===== config.mk =====
export PLATFORM = sky130hd
export DESIGN_NAME = rv32_hazard_ctrl
export DESIGN_NICKNAME = d
export VERILOG_FILES = /design/src/rtl/rv32_pkg.sv /design/src/rtl/rv32_hazard_detect.sv /design/src/rtl/rv32_hazard_ctrl.sv
export SDC_FILE = /design/constraint.sdc
export NUM_CORES = 1
export LEC_CHECK = 0
export CORE_MARGIN = 10
export CORE_UTILIZATION = 49
export DETAILED_ROUTE_END_ITERATION = 12
export GPL_TIMING_DRIVEN = 0
export PLACE_DENSITY = 0.91
export SLEW_MARGIN = 10
export SYNTH_ARGS = -nofsm -noshare
export SYNTH_HDL_FRONTEND = slang
export SYNTH_HIERARCHICAL = 1
export SYNTH_SLANG_ARGS = --single-unit
export TNS_END_PERCENT = 30

===== constraint.sdc =====
create_clock -name clk -period 4.2 [get_ports clk]
set_input_delay 1.26 -clock clk [delete_from_list [all_inputs] [get_ports clk]]
set_output_delay 1.26 -clock clk [all_outputs]
set_load 0.005 [all_outputs]

===== src/rtl/rv32_pkg.sv =====
`default_nettype none
// ============================================================================
// Module      : rv32_pkg
// Description : Shared types and constants for the RV32 pipeline hazard
//               sequencer and its load-use detector.
// Revision    : 1.0 - initial release
// ============================================================================
package rv32_pkg;

    // Sequencer state: normal flow, or parked behind a multi-cycle EX op
    typedef enum logic [0:0] {
        HZ_RUN     = 1'b0,
        HZ_MC_WAIT = 1'b1
    } hz_state_e;

    // x0 is hard-wired to zero, so a load targeting it never creates a hazard
    localparam logic [4:0] REG_ZERO = 5'd0;

endpackage : rv32_pkg
`default_nettype wire


===== src/rtl/rv32_hazard_detect.sv =====
`default_nettype none
// ============================================================================
// Module      : rv32_hazard_detect
// Description : Purely combinational load-use comparator. Flags when the load
//               currently in EX writes a register the ID instruction reads.
// Revision    : 1.0 - initial release
// ============================================================================
module rv32_hazard_detect
    import rv32_pkg::*;
(
    input  logic [4:0] i_ifid_rs1,
    input  logic [4:0] i_ifid_rs2,
    input  logic       i_ifid_use_rs1,
    input  logic       i_ifid_use_rs2,
    input  logic       i_idex_memread,
    input  logic [4:0] i_idex_rd,
    output logic       o_load_use
);

    logic w_rs1_hit;
    logic w_rs2_hit;

    // Forwarding cannot supply load data one stage early, so any real
    // source match against a load destination must stall
    always_comb begin
        w_rs1_hit  = i_ifid_use_rs1 && (i_idex_rd == i_ifid_rs1);
        w_rs2_hit  = i_ifid_use_rs2 && (i_idex_rd == i_ifid_rs2);
        o_load_use = i_idex_memread && (i_idex_rd != REG_ZERO) && (w_rs1_hit || w_rs2_hit);
    end

endmodule : rv32_hazard_detect
`default_nettype wire


===== src/rtl/rv32_hazard_ctrl.sv =====
`default_nettype none
// ============================================================================
// Module      : rv32_hazard_ctrl
// Description : Central 5-stage pipeline sequencer. Produces all stage
//               enables and flushes from memory wait, multi-cycle EX op,
//               EX redirect and load-use hazards. Also carries a memory
//               timeout watchdog and a saturating stall-cycle counter.
// Revision    : 1.0 - initial release
// ============================================================================
module rv32_hazard_ctrl
    import rv32_pkg::*;
#(
    parameter int MEM_TIMEOUT = 256,
    parameter int CNT_W       = 32
) (
    input  logic             clk,
    input  logic             rst_n,
    input  logic [4:0]       ifid_rs1,
    input  logic [4:0]       ifid_rs2,
    input  logic             ifid_use_rs1,
    input  logic             ifid_use_rs2,
    input  logic             idex_memread,
    input  logic [4:0]       idex_rd,
    input  logic             ex_redirect,
    input  logic             mc_start,
    input  logic             mc_done,
    input  logic             dmem_req,
    input  logic             dmem_ready,
    input  logic             stall_clr,
    output logic             pc_en,
    output logic             ifid_en,
    output logic             idex_en,
    output logic             exmem_en,
    output logic             ifid_flush,
    output logic             idex_flush,
    output logic             exmem_flush,
    output logic             memwb_bubble,
    output logic             mc_busy,
    output logic             mem_timeout,
    output logic [CNT_W-1:0] stall_cycles
);

    // Wait counter only needs to reach MEM_TIMEOUT, where it saturates
    localparam int                    c_wait_w   = $clog2(MEM_TIMEOUT + 1);
    localparam logic [c_wait_w-1:0]   c_wait_max = c_wait_w'(MEM_TIMEOUT);

    hz_state_e           r_state;
    hz_state_e           w_state_nxt;
    logic [c_wait_w-1:0] r_wait_cnt;
    logic [c_wait_w-1:0] w_wait_cnt_nxt;
    logic                r_mem_timeout;
    logic                w_mem_timeout_nxt;
    logic [CNT_W-1:0]    r_stall_cycles;
    logic [CNT_W-1:0]    w_stall_cycles_nxt;

    logic w_mstall;
    logic w_load_use;
    logic w_mc_hold;

    logic w_pc_en;
    logic w_ifid_en;
    logic w_idex_en;
    logic w_exmem_en;
    logic w_ifid_flush;
    logic w_idex_flush;
    logic w_exmem_flush;
    logic w_memwb_bubble;

    rv32_hazard_detect u_detect (
        .i_ifid_rs1     (ifid_rs1),
        .i_ifid_rs2     (ifid_rs2),
        .i_ifid_use_rs1 (ifid_use_rs1),
        .i_ifid_use_rs2 (ifid_use_rs2),
        .i_idex_memread (idex_memread),
        .i_idex_rd      (idex_rd),
        .o_load_use     (w_load_use)
    );

    assign w_mstall  = dmem_req && !dmem_ready;
    // Multi-cycle op holds EX either on its first cycle in RUN or while
    // already parked; a result that is ready on arrival needs no hold
    assign w_mc_hold = !mc_done && (mc_start || (r_state == HZ_MC_WAIT));

    // Prioritised stage control and next FSM state
    always_comb begin
        w_pc_en        = 1'b1;
        w_ifid_en      = 1'b1;
        w_idex_en      = 1'b1;
        w_exmem_en     = 1'b1;
        w_ifid_flush   = 1'b0;
        w_idex_flush   = 1'b0;
        w_exmem_flush  = 1'b0;
        w_memwb_bubble = 1'b0;
        w_state_nxt    = r_state;

        if (w_mstall) begin
            // Whole pipe freezes; MEM result is not valid so WB gets a NOP
            w_pc_en        = 1'b0;
            w_ifid_en      = 1'b0;
            w_idex_en      = 1'b0;
            w_exmem_en     = 1'b0;
            w_memwb_bubble = 1'b1;
        end else if (w_mc_hold) begin
            // Front end holds; EX/MEM keeps advancing with bubbles so older
            // instructions drain while the multi-cycle unit works
            w_pc_en       = 1'b0;
            w_ifid_en     = 1'b0;
            w_idex_en     = 1'b0;
            w_exmem_flush = 1'b1;
            w_state_nxt   = HZ_MC_WAIT;
        end else if (r_state == HZ_MC_WAIT) begin
            // Result arrived: release everything this cycle
            w_state_nxt = HZ_RUN;
        end else if (ex_redirect) begin
            // Wrong-path IF and ID instructions are squashed, which also
            // makes any load-use against the ID instruction irrelevant
            w_ifid_flush = 1'b1;
            w_idex_flush = 1'b1;
        end else if (w_load_use) begin
            w_pc_en      = 1'b0;
            w_ifid_en    = 1'b0;
            w_idex_flush = 1'b1;
        end
    end

    // Watchdog counter, sticky timeout flag and stall statistics
    always_comb begin
        w_wait_cnt_nxt = '0;
        if (w_mstall) begin
            if (r_wait_cnt != c_wait_max) begin
                w_wait_cnt_nxt = r_wait_cnt + 1'b1;
            end else begin
                w_wait_cnt_nxt = r_wait_cnt;
            end
        end

        w_mem_timeout_nxt = r_mem_timeout || (w_wait_cnt_nxt == c_wait_max);

        w_stall_cycles_nxt = r_stall_cycles;
        if (stall_clr) begin
            w_stall_cycles_nxt = '0;
        end else if (!w_pc_en && !(&r_stall_cycles)) begin
            w_stall_cycles_nxt = r_stall_cycles + 1'b1;
        end
    end

    // State registers with asynchronous active-low reset
    always_ff @(posedge clk or negedge rst_n) begin
        if (!rst_n) begin
            r_state        <= HZ_RUN;
            r_wait_cnt     <= '0;
            r_mem_timeout  <= 1'b0;
            r_stall_cycles <= '0;
        end else begin
            r_state        <= w_state_nxt;
            r_wait_cnt     <= w_wait_cnt_nxt;
            r_mem_timeout  <= w_mem_timeout_nxt;
            r_stall_cycles <= w_stall_cycles_nxt;
        end
    end

    // While reset is asserted the pipe is released regardless of inputs
    assign pc_en        = w_pc_en    || !rst_n;
    assign ifid_en      = w_ifid_en  || !rst_n;
    assign idex_en      = w_idex_en  || !rst_n;
    assign exmem_en     = w_exmem_en || !rst_n;
    assign ifid_flush   = w_ifid_flush   && rst_n;
    assign idex_flush   = w_idex_flush   && rst_n;
    assign exmem_flush  = w_exmem_flush  && rst_n;
    assign memwb_bubble = w_memwb_bubble && rst_n;
    assign mc_busy      = (r_state == HZ_MC_WAIT);
    assign mem_timeout  = r_mem_timeout;
    assign stall_cycles = r_stall_cycles;

endmodule : rv32_hazard_ctrl
`default_nettype wire


==> results.md <==
- Status: complete, no violations
- Detailed Route Iter0 Violations: 299
- Net Count, Synth: 327
- Top cells by area, synth: dfrtp_1 (41%), xor2_1 (5.6%), a21oi_1 (5.1%)
- Slowest stage delay, CP: 470 ps
- Number of flops mapped to enable cells by yosys: 0
- Die width: 93.58 um
- Number of max-cap violations: 0
- Final worst slack: 88.85 ps
- Util after Layout: 68.36%
- Worst Setup Start Kind: input port
- Number of hold violations in the final report: 0
- Deepest clock path buffer count: 2
- Worst IR Drop VDD: 164.9 uV
- CTS tree: yes
- Initial Utilization: 51.28%
- Count of pins over their slew limit: 0
- Post-layout net count: 404
- Clk sinks: 43
- Grt ovf: 0
- Tot GR Track Use: 16.88%
- Post-route ant nets: 0
- Ys flop type: dfrtp_1
- Synth warn: 6
- Via/cell ratio: 6.016
- Initial antenna violation count: 0
- Synth unique cells: 47
- Top-area cell type share of the netlist area: 40.57%
- Share of cells above drive strength 1: 12.53%
- Antenna cells: 0
- Ports: 68
- Hold-fix buffers, CTS: 0
- Arr. time, crit path: 2850 ps
- Buffers & Inverters on Critical Path: 2
- Die Y: 93.58 um
- GR Util met1: 19.60%
- Pwr dens: 237.4 nW/um^2
- Via Count: 2677
- Yosys top cell by area: dfrtp_1
- Post-DP HPWL: 5570 um
- FMAX: 243.2 MHz
- Post-synthesis sequential area ratio: 40.57%
- Post-Syn Area per Cell: 8.901 sq um
- Leak pwr: 0.001401 uW
- Crit path max-delay family: simple AND/OR/NAND/NOR gates
- Critical-path cell list: clkdlybuf4s50_1, xnor2_1, nand3_1, a21oi_2, or3b_4, nand3_4, nand2_4, buf_2
- Most frequent cells in the layout: clkdlybuf4s50_1 (49), dfrtp_1 (43), nor2_1 (30)
- Filler Cells Inserted: 412
- Seq. cell area: 1076 sq um
- CTS buffer count: 5
- Met3 usage: 4.716%
- IO Port Bufs: 66
- Worst-path clk slew: 70 ps
- Multi-input combinational cell area: 1521 sq um
- Critical Path Stages: 8
- CP Capture Type: output pin
- Final min period: 4111 ps
- Setup CP Type: in2out
- Number of global-route vias before repair: 2518
- RD Place Congestion: 0.8604
- Max-slew headroom: 50.55%
- Met2 Use GR: 28.65%
- Final WL: 7487 um
- Clock skew: 6.050 ps
- Core Region: 5172 sq um
- WHS Path Cells: 2
- Worst-Margin Slew: 738.4 ps
- Synthesis-stage register bit count: 43
- RSZ-0062 raised after global routing: yes
- Largest net degree at the start of global routing: 35
- Slowest stage cell, crit path: clkdlybuf4s50_1
- Global route hottest layer: met2
- R2R cell count: 6
- Worst skew pair latency: 300 ps
- First-pass GRT wire length: 12140 um
- Share of flip-flops with an asynchronous set or reset: 100.0%
- Die area: 8756 sq um
- Min-delay worst type: reg2reg
- Commonest non-fill, non-tap cell in the layout: clkdlybuf4s50_1
- Row cnt: 26
- Critical path peak fanout: 2
- Gate Count Post-Synth: 298
- # DRC: 0
- Period utilization: 97.88%
- Worst path required time: 2940 ps
- Pre-antenna DRT Iters: 4
- Setup_tns: 0 ps
- Pre-CTS WS: -980.4 ps
- Layout overhead on the synthesized area: 33.30%
- Drt wl/cell: 16.82 um
- Setup violations, final: 0
- Root Driver: clkbuf_8
- Netlist Area Pre-Place: 2653 sq um
- H-tree depth: 2
[worst min-delay path: stages (launching register included)]
cell     delay, ps
dfrtp_1        360
inv_1           50
o41ai_1         50
[flip-flops by register name (all words and copies together) (netlist names)]
signal / flops
stall_cycles: 32
mc_busy: 1
r_wait_cnt: 9
mem_timeout: 1
[cell families after synthesis]
kind of cell    count (synthesis)  synth area share (%)
buf+inv                        23                 4.009
compound gates                 64                 15.19
flops                          43                 40.57
fa+ha+maj                       3                 1.415
xor+xnor                       25                 8.255
simple gates                  137                 29.29
mux                             3                 1.273
[cell type report]
class	instances	share of cell area (%)
inverters	7	0.7431
clock buffers	6	2.052
multi-input cells	232	43.03
repair buffers	72	18.44
flip-flops and latches	43	30.43
well taps	70	2.477
plain buffers	14	1.982
clock inverters	1	0.8493
[stage by stage]
stage / hold WS (ps) / instances / power, uW / instance area (sq um)
4_1_cts: 476.3 / 444 / 842.6 / 3552
2_1_floorplan: 454.3 / 298 / 470.2 / 2653
6_report: 488.1 / 445 / 839.5 / 3536
3_5_place_dp: 457.8 / 435 / 534.2 / 3416
5_1_grt: 525.5 / 445 / 869.2 / 3536
3_3_place_gp: 452.2 / 434 / 529.0 / 3401
[power breakdown]
group          total, uW  leakage (uW)  switching, uW  internal (uW)
logic                102      0.000758           52.1           49.9
clock network        312     0.0000513            138            174
registers            425      0.000591           7.33            418
total                839       0.00140            197            642
[cells in the mapped netlist (7+ instances only)]
library cell,instances
nand3_1,14
clkbuf_1,11
xnor2_1,8
nand4_1,16
nor2b_1,7
or3_1,9
a21oi_1,27
o21ai_0,11
o31ai_1,10
nor2_1,30
nand2_1,19
inv_1,7
xor2_1,17
dfrtp_1,43
or4_1,15
[layer usage]
| metal | part of all wire [%] | wire length, um |
|---|---|---|
| met1 | 39 | 2953 |
| met2 | 50 | 3746 |
| met3 | 8.6 | 645 |
| met4 | 1.9 | 141 |
| met5 | 0 | 0 |
[path summary, 6_finish.rpt]
check	end	startpoint	slack [ps]
min in group asynchronous	stall_cycles[0]$_DFFE_PN0P_	rst_n	870
worst max register to register	stall_cycles[20]$_DFFE_PN0P_	stall_cycles[0]$_DFFE_PN0P_	1610
worst max-delay path	ifid_en	ifid_rs1[2]	90
max in group asynchronous	stall_cycles[1]$_DFFE_PN0P_	rst_n	2840
worst min register to register	mem_timeout$_DFF_PN0_	mem_timeout$_DFF_PN0_	490
worst min-delay path	mem_timeout$_DFF_PN0_	mem_timeout$_DFF_PN0_	490
[repair_timing]
item,in CTS,in global routing
hold endpoints to repair,0,0
pin swaps,11,10
endpoints found under the setup margin,8,4
setup buffers,3,2
gates resized for setup,55,10
(Power assumes the default switching activity.)
